**config.mk**
```make
export PLATFORM = sky130hd
export DESIGN_NAME = seg7_scan_ctrl
export DESIGN_NICKNAME = d
export VERILOG_FILES = /design/src/rtl/seg7_pkg.sv /design/src/rtl/seg7_decode.sv /design/src/rtl/seg7_scan_ctrl.sv
export SDC_FILE = /design/constraint.sdc
export NUM_CORES = 1
export LEC_CHECK = 0
export CAP_MARGIN = 5
export CORE_UTILIZATION = 43
export DETAILED_ROUTE_END_ITERATION = 6
export PLACE_DENSITY_LB_ADDON = 0.3
export SETUP_SLACK_MARGIN = 0.02
export SYNTH_ARGS = -nofsm -noshare
export SYNTH_HDL_FRONTEND = slang
export SYNTH_HIERARCHICAL = 1
export SYNTH_SLANG_ARGS = --single-unit
```
**constraint.sdc**
```tcl
create_clock -name clk -period 2.6 [get_ports clk]
set_input_delay 0.52 -clock clk [delete_from_list [all_inputs] [get_ports clk]]
set_output_delay 0.52 -clock clk [all_outputs]
set_load 0.01 [all_outputs]
```
**src/rtl/seg7_pkg.sv**
```systemverilog
// Shared constants and types for the 7-segment scan controller.
// Segment patterns are active-low, ordered {g,f,e,d,c,b,a}.
package seg7_pkg;

    localparam logic [6:0] SEG_BLANK = 7'h7F;
    localparam logic [6:0] SEG_DASH  = 7'b0111111;

    // Index 0 is the rightmost entry; codes 10-15 render blank.
    localparam logic [15:0][6:0] SEG_TABLE = {
        SEG_BLANK, SEG_BLANK, SEG_BLANK, SEG_BLANK, SEG_BLANK, SEG_BLANK,
        7'b0010000, 7'b0000000, 7'b1111000, 7'b0000010, 7'b0010010,
        7'b0011001, 7'b0110000, 7'b0100100, 7'b1111001, 7'b1000000
    };

    typedef enum logic [1:0] {
        IDLE    = 2'd0,
        CONVERT = 2'd1,
        COMMIT  = 2'd2
    } state_t;

endpackage

```
**src/rtl/seg7_decode.sv**
```systemverilog
// Combinational BCD digit to active-low 7-segment decoder.
module seg7_decode
    import seg7_pkg::*;
(
    input  logic [3:0] digit,
    output logic [6:0] seg
);

    assign seg = SEG_TABLE[digit];

endmodule

```
**src/rtl/seg7_scan_ctrl.sv**
```systemverilog
// Binary-to-BCD (shift-and-add-3) converter with multiplexed 7-segment scanning.
// Optional leading-zero blanking: define SEG7_LEADING_ZERO_BLANK_EN.
module seg7_scan_ctrl
    import seg7_pkg::*;
#(
    parameter int DATA_W      = 5,
    parameter int DIGITS      = 2,
    parameter int REFRESH_DIV = 50000
) (
    input  logic                  clk,
    input  logic                  rst,
    input  logic                  in_valid,
    input  logic [DATA_W-1:0]     in_data,
    output logic                  in_ready,
    output logic [4*DIGITS-1:0]   bcd_out,
    output logic                  bcd_valid,
    output logic                  overflow,
    output logic [DIGITS-1:0]     an,
    output logic [6:0]            seg
);

    localparam int SCR_W = 4 * DIGITS + 4;
    localparam int CNT_W = $clog2(REFRESH_DIV);
    localparam int IDX_W = (DIGITS > 1) ? $clog2(DIGITS) : 1;
    localparam int BIT_W = $clog2(DATA_W + 1);

    state_t                state_q, state_d;
    logic [DATA_W-1:0]     shift_q, shift_d;
    logic [SCR_W-1:0]      scratch_q, scratch_d;
    logic [SCR_W-1:0]      adj;
    logic [BIT_W-1:0]      bit_cnt_q, bit_cnt_d;
    logic [4*DIGITS-1:0]   bcd_q, bcd_d;
    logic                  bcd_valid_q, bcd_valid_d;
    logic                  ovf_q, ovf_d;
    logic                  in_ready_q, in_ready_d;
    logic [CNT_W-1:0]      ref_cnt_q, ref_cnt_d;
    logic [IDX_W-1:0]      idx_q, idx_d;
    logic [DIGITS-1:0]     an_q, an_d;
    logic [6:0]            seg_q, seg_d;
    logic [3:0]            digit_sel;
    logic [6:0]            seg_dec;
    logic                  lz_blank;
    logic                  ref_wrap;

    // Conversion FSM; bcd_q only changes in COMMIT so the display never shows partial results.
    always_comb begin
        state_d     = state_q;
        shift_d     = shift_q;
        scratch_d   = scratch_q;
        bit_cnt_d   = bit_cnt_q;
        bcd_d       = bcd_q;
        ovf_d       = ovf_q;
        bcd_valid_d = 1'b0;
        adj         = scratch_q;
        case (state_q)
            IDLE: begin
                if (in_valid && in_ready_q) begin
                    shift_d   = in_data;
                    scratch_d = '0;
                    bit_cnt_d = '0;
                    state_d   = CONVERT;
                end
            end
            CONVERT: begin
                for (int i = 0; i <= DIGITS; i++) begin
                    if (adj[4*i +: 4] >= 4'd5) adj[4*i +: 4] = adj[4*i +: 4] + 4'd3;
                end
                {scratch_d, shift_d} = {adj, shift_q} << 1;
                bit_cnt_d = bit_cnt_q + BIT_W'(1);
                if (bit_cnt_q == BIT_W'(DATA_W - 1)) state_d = COMMIT;
            end
            COMMIT: begin
                bcd_d       = scratch_q[4*DIGITS-1:0];
                ovf_d       = (scratch_q[SCR_W-1 -: 4] != 4'd0);
                bcd_valid_d = 1'b1;
                state_d     = IDLE;
            end
            default: state_d = IDLE;
        endcase
        in_ready_d = (state_d == IDLE);
    end

    // Scan path reads the next-cycle committed value so a commit and a wrap land together.
    always_comb begin
        ref_wrap  = (ref_cnt_q == CNT_W'(REFRESH_DIV - 1));
        ref_cnt_d = ref_wrap ? '0 : ref_cnt_q + CNT_W'(1);
        idx_d     = idx_q;
        if (ref_wrap) idx_d = (idx_q == IDX_W'(DIGITS - 1)) ? '0 : idx_q + IDX_W'(1);
        digit_sel = '0;
        lz_blank  = 1'b0;
        for (int i = 0; i < DIGITS; i++) begin
            if (idx_d == IDX_W'(i)) begin
                digit_sel = bcd_d[4*i +: 4];
`ifdef SEG7_LEADING_ZERO_BLANK_EN
                if (i > 0 && (bcd_d >> (4*i)) == '0) lz_blank = 1'b1;
`endif
            end
        end
        an_d  = ~(DIGITS'(1) << idx_d);
        seg_d = ovf_d ? SEG_DASH : (lz_blank ? SEG_BLANK : seg_dec);
    end

    seg7_decode u_decode (
        .digit (digit_sel),
        .seg   (seg_dec)
    );

    always_ff @(posedge clk) begin
        if (rst) begin
            state_q     <= IDLE;
            shift_q     <= '0;
            scratch_q   <= '0;
            bit_cnt_q   <= '0;
            bcd_q       <= '0;
            bcd_valid_q <= 1'b0;
            ovf_q       <= 1'b0;
            in_ready_q  <= 1'b1;
            ref_cnt_q   <= '0;
            idx_q       <= '0;
            an_q        <= ~DIGITS'(1);
            seg_q       <= SEG_TABLE[0];
        end else begin
            state_q     <= state_d;
            shift_q     <= shift_d;
            scratch_q   <= scratch_d;
            bit_cnt_q   <= bit_cnt_d;
            bcd_q       <= bcd_d;
            bcd_valid_q <= bcd_valid_d;
            ovf_q       <= ovf_d;
            in_ready_q  <= in_ready_d;
            ref_cnt_q   <= ref_cnt_d;
            idx_q       <= idx_d;
            an_q        <= an_d;
            seg_q       <= seg_d;
        end
    end

    assign in_ready  = in_ready_q;
    assign bcd_out   = bcd_q;
    assign bcd_valid = bcd_valid_q;
    assign overflow  = ovf_q;
    assign an        = an_q;
    assign seg       = seg_q;

endmodule
```
==> out/metrics.yaml, run 1 <==
floorplan:
  start_util_pct: 45.6
  dieArea_um2: 6760
  die-width_um: 82.2
  rows: 28
  core_area_um2: 6060
  io_pins: 28
  die_y_um: 82.2
critical_path:
  path_class: "reg -> reg"
  crit_required_ns: 2.83
  worstReg2RegStart: "ref_cnt_q[0]"
  cpPeakStageDelay_ns: 0.38
  ff2ff_setup_slack_ns: 0.18
  path_cells: "ha_2 > and3_1 > and4_4 > xnor2_4 > mux4_2 > ha_1 > or2_1 > a21oi_2 > a31oi_1 > a21o_1"
  crit_slowest_cell: "mux4_2"
  worstPathMaxFanout: 6
  reg2reg_depth: 10
  worst_setup_path_end_kind: "flip-flop"
  critPathArrivalTime_ns: 2.65
  r2r-end: "seg[3]"
  startpoint_type: "flip-flop"
cells_and_area:
  final_nets: 370
  final_common_cell: "dfxtp_1"
  antennaDiodeCount: 0
  area_delta_synth_final_pct: 19.0
  drive_gt1_share_pct: 10.8
  fin_util_pct: 54.3
  final_cell_mix: "56 x dfxtp_1, 46 x nor2_1, 39 x nand2_1"
synth:
  netlist_instances: 317
  synth_cell_type_count: 41
  synth-main-ff-cell: "dfxtp_1"
  synthesis.area_um2: 2770
  synth_edf_count: 0
  syn-num-nets: 340
  syn_area_per_cell_um2: 8.72
  synthArstFlopShare_pct: 0
  yosysSeqAreaShare_pct: 42.0
  ys_ff_latch: 58
  yosys_warnings: 6
sta:
  grt_setup_unrepaired: "no"
  worst_pin_slew_ns: 0.557
  slew_viol_final: 0
  slew_headroom_pct: 62.9
  tns_ns: 0
  finClkSkew_ns: 0.0119
  period_minus_slack_ns: 2.42
  hold_viol: 0
  finalSetupViolations: 0
  fmax_ghz: 0.413
  fin_crit_sh_pct: 93.1
clock_tree:
  cts.sinks: 58
  htree_num_levels: 3
  clk_latency_ns: 0.34
  cts_tree: "done"
  cts_hold_buf: 0
  cts_buffers: 9
  root_buffer: "clkbuf_8"
  clockBufferDepth: 2
  clk_pin_slew_ns: 0.07
global_route:
  grt.met1_usage_pct: 24.4
  track_usage_pct: 18.6
  use_met2_pct: 28.1
  antenna_found_initial: 0
  grt-busiest-layer: "met2"
  grt.overflow.total: 0
  grt_use_met3_pct: 4.84
  grt_pass1_wl_um: 9380
  grt_pass1_vias: 1999
  grt_max_degree: 27
drt:
  routed_wl_um: 5620
  drtAntennaViolNets: 0
  dr_total_vias: 2212
  firstDrtPassIters: 4
  via_per_inst: 5.18
  drc: 0
  drt_iter0_markers: 68
  wl_per_cell_um: 13.2
placed_design:
  place_hpwl_um: 3890
  globalplace.congestion: 0.792
  port_buffers: 27
worst_hold_path:
  min_from: "ref_cnt_q[0]"
  hold_depth: 1
  hold_end: "ref_cnt_q[0]"
  hold_path.class: "reg -> reg"
power:
  ir_drop_v: 0.000359
  power_leakage_nw: 1.30
  power_per_cell_area_nw_per_um2: 566
run:
  max_cap_violations: 0
outcome:
  status: "complete, no violations"
stage by stage:
stage                     cells  power, W  hold WS [ns]  setup slack (ns)  cell area (µm²)
final                       427   0.00186         0.425             0.178             3290
after global routing        427   0.00195         0.449            0.0413             3290
after CTS                   424   0.00188         0.462            0.0502             3260
after detailed placement    408   0.00109         0.447            0.0776             3070
after global placement      408   0.00108         0.440             0.130             3070
after floorplan             317   0.00104         0.426             0.136             2770
cells by family (layout without fill, tap and decap cells):
family                   Yosys count  after routing  synth area share [%]
multiplexers                       5              5                  4.16
AO/OA/AOI/OAI                     59             59                  13.6
AND/OR/NAND/NOR                  128            128                  21.0
buffers and inverters             32             67                  5.84
adder cells (fa/ha/maj)           15             15                  6.79
flip-flops                        58             58                  42.0
XOR/XNOR                          20             20                  6.61
how the worst max path moves through the flow:
stage / startpoint / end / slack, ns / cells past startpoint
floorplan: ref_cnt_q[0] / seg[3] / 0.14 / 11
global placement: ref_cnt_q[0] / seg[3] / 0.13 / 10
detailed placement: ref_cnt_q[0] / seg[1] / 0.08 / 10
CTS: ref_cnt_q[0] / seg[1] / 0.05 / 10
global route: ref_cnt_q[0] / seg[3] / 0.04 / 10
finish: ref_cnt_q[0] / seg[3] / 0.18 / 10
cell type report:
| cell class | instances | area [µm²] |
|---|---|---|
| Clock buffer | 10 | 128 |
| Clock inverter | 6 | 57.6 |
| Fill cell | 589 | 2770 |
| Inverter | 14 | 52.6 |
| Multi-Input combinational cell | 227 | 1450 |
| Sequential cell | 58 | 1160 |
| Tap cell | 75 | 93.8 |
| Timing Repair Buffer | 37 | 345 |
synthesized netlist by cell type (2+ instances only):
cell type,count,area [µm²]
clkbuf_1,7,26.3
nand2b_1,9,56.3
xor2_1,9,78.8
a21oi_1,18,90.1
nand3_1,9,45.0
nand2_1,39,146
or2_1,2,12.5
o21ai_0,13,65.1
a32oi_1,2,17.5
o211ai_1,2,15.0
a311oi_1,4,35.0
mux4_1,4,105
nor2_1,46,173
or2_2,2,12.5
nor3_1,8,40.0
xnor2_1,10,87.6
a22oi_1,6,45.0
buf_6,4,45.0
buf_2,5,25.0
and3_1,2,12.5
inv_1,13,48.8
nor2b_1,2,12.5
nand4_1,3,18.8
dfxtp_1,58,1160
a21o_1,10,75.1
ha_1,15,188
routing by layer:
layer  vias to the layer above  share of wire (%)  wire length (µm)
met4                         0                2.0               115
met3                        11                3.5               195
li1                       1127                  -                 -
met1                      1038                 49              2750
met2                        36                 45              2550
met5                         -                  0                 0
sequential cells by signal, summed over array words and instances (netlist names):
signal / cells
bcd_out: 8
scratch_q: 12
an: 2
in_ready: 1
shift_q: 5
overflow: 1
ref_cnt_q: 16
seg: 7
state_q: 2
bit_cnt_q: 3
bcd_valid: 1
critical path, delay by kind of cell (launching register included):
family / cells / cell delay (ns)
fa+ha+maj: 2 / 0.40
compound gates: 3 / 0.38
mux: 1 / 0.38
xor+xnor: 1 / 0.14
simple gates: 3 / 0.67
flops: 1 / 0.34
repair_timing:
action,4_1_cts,5_1_grt
buffers inserted,0,3
endpoints found under the setup margin,0,6
resized for setup,0,7
power by group:
| part | leakage [nW] | internal, W | switching (W) |
|---|---|---|---|
| Combinational | 0.739 | 0.0000536 | 0.0000841 |
| Sequential | 0.470 | 0.000913 | 0.0000189 |
| Clock | 0.0958 | 0.000435 | 0.000355 |
No activity file was read; power rests on OpenSTA's default activity.
==> run 2, diff against run 1 <==
--- a/config.mk
+++ b/config.mk
@@ -5,8 +5,8 @@
 export SDC_FILE = /design/constraint.sdc
 export NUM_CORES = 1
 export LEC_CHECK = 0
-export CAP_MARGIN = 5
 export CORE_UTILIZATION = 43
+export CTS_BUF_LIST = sky130_fd_sc_hd__clkbuf_4 sky130_fd_sc_hd__clkbuf_8 sky130_fd_sc_hd__clkbuf_16
 export DETAILED_ROUTE_END_ITERATION = 6
 export PLACE_DENSITY_LB_ADDON = 0.3
 export SETUP_SLACK_MARGIN = 0.02
==> out/metrics.yaml, run 2 (synthesis results as in run 1) <==
critical_path:
  startpoint_type: "flip-flop"
  worstPathMaxFanout: 6
  path_cells: "ha_2 > and3_1 > and4_4 > xnor2_4 > mux4_2 > ha_1 > or2_1 > a21oi_2 > a31oi_1 > a21o_1"
  cpPeakStageDelay_ns: 0.38
  critPathArrivalTime_ns: 2.66
  worstReg2RegStart: "ref_cnt_q[0]"
  startpoint: "ref_cnt_q[0]"
  crit_required_ns: 2.83
  path_class: "reg -> reg"
  worst_setup_path_end_kind: "flip-flop"
  crit_slowest_cell: "mux4_2"
global_route:
  grt_max_degree: 27
  antenna_found_initial: 0
  grt.overflow.total: 0
  track_usage_pct: 18.6
  grt_pass1_wl_um: 9380
  grt_pass1_vias: 1999
power:
  clockPowerShare_pct: 42.8
  power_frac_comb_pct: 7.4
  p_switching_w: 0.000458
  switching_share_pct: 24.5
  p_seq_share_pct: 49.8
  power_per_cell_area_nw_per_um2: 568
  p_int_w: 0.00141
  ir_drop_v: 0.000359
  power_leakage_nw: 1.31
sta:
  finClkSkew_ns: 0.0117
  hold_viol: 0
  slew_headroom_pct: 62.9
  fin_crit_sh_pct: 93.1
  finalSetupViolations: 0
  tns_ns: 0
  slew_viol_final: 0
  grt_setup_unrepaired: "no"
  period_minus_slack_ns: 2.42
  fmax_ghz: 0.413
  worst_pin_slew_ns: 0.557
cells_and_area:
  final_cell_mix: "56 x dfxtp_1, 46 x nor2_1, 39 x nand2_1"
  fillers: 588
  multiInputGateArea_um2: 1450
  final_nets: 370
  largest_reg_flops: 16
  fin_util_pct: 54.3
  antennaDiodeCount: 0
  seq_area_um2: 1160
  final_common_cell: "dfxtp_1"
  top_register: "ref_cnt_q"
  area_delta_synth_final_pct: 19.1
  drive_gt1_share_pct: 11.1
drt:
  routed_wl_um: 5620
  drtAntennaViolNets: 0
  drt_iter0_markers: 72
  firstDrtPassIters: 4
  via_per_inst: 5.20
  drc: 0
  dr_total_vias: 2222
  wl_per_cell_um: 13.2
clock_tree:
  root_buffer: "clkbuf_8"
  cts_buffers: 9
  clk_latency_ns: 0.34
  clockBufferDepth: 2
  clk_pin_slew_ns: 0.07
  cts.sinks: 58
  cts_tree: "done"
  htree_num_levels: 3
floorplan:
  die_y_um: 82.2
  start_util_pct: 45.6
  io_pins: 28
  core_area_um2: 6060
  die-width_um: 82.2
  dieArea_um2: 6760
  rows: 28
placed_design:
  port_buffers: 27
  place_hpwl_um: 3890
  globalplace.congestion: 0.792
outcome:
  status: "complete, no violations"
worst_hold_path:
  hold_path.class: "reg -> reg"
  min_from: "ref_cnt_q[0]"
run:
  max_cap_violations: 0
## run 2: cell counts in the layout (fill, tap and decap cells not counted)
No cell type changed its count.
## run 2: final cells by class
class	count	share of cell area (%)
Clock buffer	10	3.99
Clock inverter	6	1.75
Inverter	14	1.60
Multi-Input combinational cell	227	44.0
Sequential cell	58	35.3
Tap cell	75	2.85
Timing Repair Buffer	37	10.5
## run 2: what timing repair did
item / CTS / global route
buffers inserted: 0 / 3
hold buffers: 0 / 0
gates resized for setup: 0 / 7
endpoints found under the setup margin: 0 / 6
## run 2: metal layers
| layer | up-vias | GRT usage, % | wire length [µm] |
|---|---|---|---|
| li1 | 1127 | - | - |
| met1 | 1049 | 24.4 | 2730 |
| met2 | 35 | 28.1 | 2570 |
| met3 | 11 | 4.84 | 204 |
| met4 | 0 | 9.65 | 115 |
| met5 | - | 0 | 0 |
## run 2: power by group through the flow
stage | clock, W | sequential (W) | combinational, W
6_report | 0.000801 | 0.000932 | 0.000138
5_1_grt | 0.000866 | 0.000935 | 0.000154
4_1_cts | 0.000820 | 0.000931 | 0.000139
3_5_place_dp | 0 | 0.000951 | 0.000138
3_3_place_gp | 0 | 0.000950 | 0.000135
2_1_floorplan | 0 | 0.000948 | 0.0000947
## run 2: path summary, 6_finish.rpt
check | to | cells after the start | slack [ns]
worst max-delay path | seg[3] | 10 | 0.18
worst min-delay path | ref_cnt_q[0] | 1 | 0.42
worst max register to register | seg[3] | 10 | 0.18
worst min register to register | ref_cnt_q[0] | 1 | 0.42
## run 2: per-stage QoR
step | cell area [µm²] | total power, W | cells | worst slack, ns | hold slack (ns)
after floorplan | 2770 | 0.00104 | 317 | 0.136 | 0.426
after global placement | 3070 | 0.00108 | 408 | 0.130 | 0.440
after detailed placement | 3070 | 0.00109 | 408 | 0.0776 | 0.447
after CTS | 3260 | 0.00189 | 424 | 0.0502 | 0.462
after global routing | 3290 | 0.00196 | 427 | 0.0413 | 0.449
final | 3290 | 0.00187 | 427 | 0.178 | 0.425
## run 2: critical path, delay by kind of cell (launching register included)
kind	cells	cell delay, ns
XOR/XNOR	1	0.14
AND/OR/NAND/NOR	3	0.67
AO/OA/AOI/OAI	3	0.38
flip-flops	1	0.34
multiplexers	1	0.38
adder cells (fa/ha/maj)	2	0.40
==> run 3, diff against run 2 <==
--- a/config.mk
+++ b/config.mk
@@ -5,6 +5,7 @@
 export SDC_FILE = /design/constraint.sdc
 export NUM_CORES = 1
 export LEC_CHECK = 0
+export CAP_MARGIN = 20
 export CORE_UTILIZATION = 43
 export CTS_BUF_LIST = sky130_fd_sc_hd__clkbuf_4 sky130_fd_sc_hd__clkbuf_8 sky130_fd_sc_hd__clkbuf_16
 export DETAILED_ROUTE_END_ITERATION = 6
==> constraint.sdc (replaced) <==
create_clock -name clk -period 2.85 [get_ports clk]
set_input_delay 0.57 -clock clk [delete_from_list [all_inputs] [get_ports clk]]
set_output_delay 0.57 -clock clk [all_outputs]
set_load 0.01 [all_outputs]
==> out/metrics.yaml, run 3 (synthesis results as in run 1) <==
outcome:
  status: "complete, no violations"
cells_and_area:
  largest_reg_flops: 16
  top_register: "ref_cnt_q"
  final_nets: 364
  antennaDiodeCount: 0
  final_common_cell: "dfxtp_1"
  area_delta_synth_final_pct: 17.6
  final_cell_mix: "58 x dfxtp_1, 46 x nor2_1, 39 x nand2_1"
  drive_gt1_share_pct: 8.38
  final_cell_count_no_fill: 421
drt:
  wl_per_cell_um: 12.5
  drc: 0
  routed_wl_um: 5280
  drtAntennaViolNets: 0
  via_per_inst: 5.19
  wl_met2_um: 2230
  met1_length_um: 2780
  firstDrtPassIters: 4
  dr_total_vias: 2184
  top_layer_used: "met4"
  drt_iter0_markers: 105
  dr_wl_met3_um: 153
global_route:
  antenna_found_initial: 0
  track_usage_pct: 17.9
  grt_pass1_wl_um: 8970
  grt.overflow.total: 0
  grt_max_degree: 18
  grt_pass1_vias: 1950
power:
  ir_drop_v: 0.000317
  power_leakage_nw: 1.29
  power_per_cell_area_nw_per_um2: 542
clock_tree:
  postCtsSetupRepairBufs: 0
  clk_latency_ns: 0.34
  clk_pin_slew_ns: 0.06
  cts.sinks: 58
  root_buffer: "clkbuf_8"
  cts_tree: "done"
  htree_num_levels: 3
  postCtsResizedCells: 0
  clockBufferDepth: 2
  cts_buffers: 9
  cts_hold_buf: 0
placed_design:
  globalplace.congestion: 0.834
  port_buffers: 27
  dp_cells: 405
  place_hpwl_um: 3790
sta:
  finalSetupViolations: 0
  fin_crit_sh_pct: 91.3
  period_minus_slack_ns: 2.60
  worst_pin_slew_ns: 0.678
  fmax_ghz: 0.384
  slew_headroom_pct: 54.7
  tns_ns: 0
  grt_setup_unrepaired: "no"
  hold_viol: 0
  slew_viol_final: 0
  holdWs_ns: 0.462
  finClkSkew_ns: 0.00923
run:
  max_cap_violations: 0
floorplan:
  rows: 28
  die-width_um: 82.2
  dieArea_um2: 6760
  start_util_pct: 45.6
  die_y_um: 82.2
  core_area_um2: 6060
  io_pins: 28
critical_path:
  path_class: "reg -> reg"
  worst_setup_path_end_kind: "flip-flop"
  startpoint_type: "flip-flop"
  worstPathMaxFanout: 6
  ff2ff_setup_slack_ns: 0.25
  critPathArrivalTime_ns: 2.83
  crit_required_ns: 3.08
worst_hold_path:
  hold_path.class: "reg -> reg"
[run 3: stage by stage]
stage | instance area, µm² | total power (W) | util (%) | worst slack [ns]
finish | 3250 | 0.00176 | 53.7 | 0.248
global route | 3250 | 0.00184 | 53.7 | 0.0338
CTS | 3260 | 0.00178 | 53.8 | 0.218
detailed placement | 3050 | 0.000989 | 50.3 | 0.232
global placement | 3050 | 0.000986 | 50.3 | 0.305
floorplan | 2770 | 0.000951 | - | 0.386
[run 3: critical path: stages, from the launching register on]
cell and delay [ns]:
dfxtp_1 0.37, ha_1 0.21, and3_1 0.27, and4_4 0.26, xnor2_2 0.16, mux4_2 0.40, ha_1 0.21, or2_1 0.23
a21oi_2 0.15, a31oi_1 0.06, a21o_1 0.17
[run 3: final cells by class]
type	count	area [µm²]
Inverter	14	52.6
Fill cell	560	2810
Clock buffer	14	174
Tap cell	75	93.8
Timing Repair Buffer	31	300
Multi-Input combinational cell	227	1440
Clock inverter	2	35.0
Sequential cell	58	1160
[run 3: worst paths after layout]
check / to / start / cells past startpoint
max: seg[3] / ref_cnt_q[0] / 10
min reg2reg: ref_cnt_q[0] / ref_cnt_q[0] / 1
min: ref_cnt_q[0] / ref_cnt_q[0] / 1
max reg2reg: seg[3] / ref_cnt_q[0] / 10
[run 3: where the power goes]
part           total (W)  leakage, nW  internal [W]  switching [W]
Combinational   0.000121        0.707     0.0000457      0.0000751
Sequential      0.000850        0.470      0.000833      0.0000168
Clock           0.000791        0.111      0.000480       0.000311
[run 3: metal layers]
layer / GRT usage (%) / vias to the layer above
met4: 8.42 / 0
met5: 0 / -
met2: 25.6 / 30
met3: 4.95 / 11
met1: 24.6 / 1022
li1: - / 1121
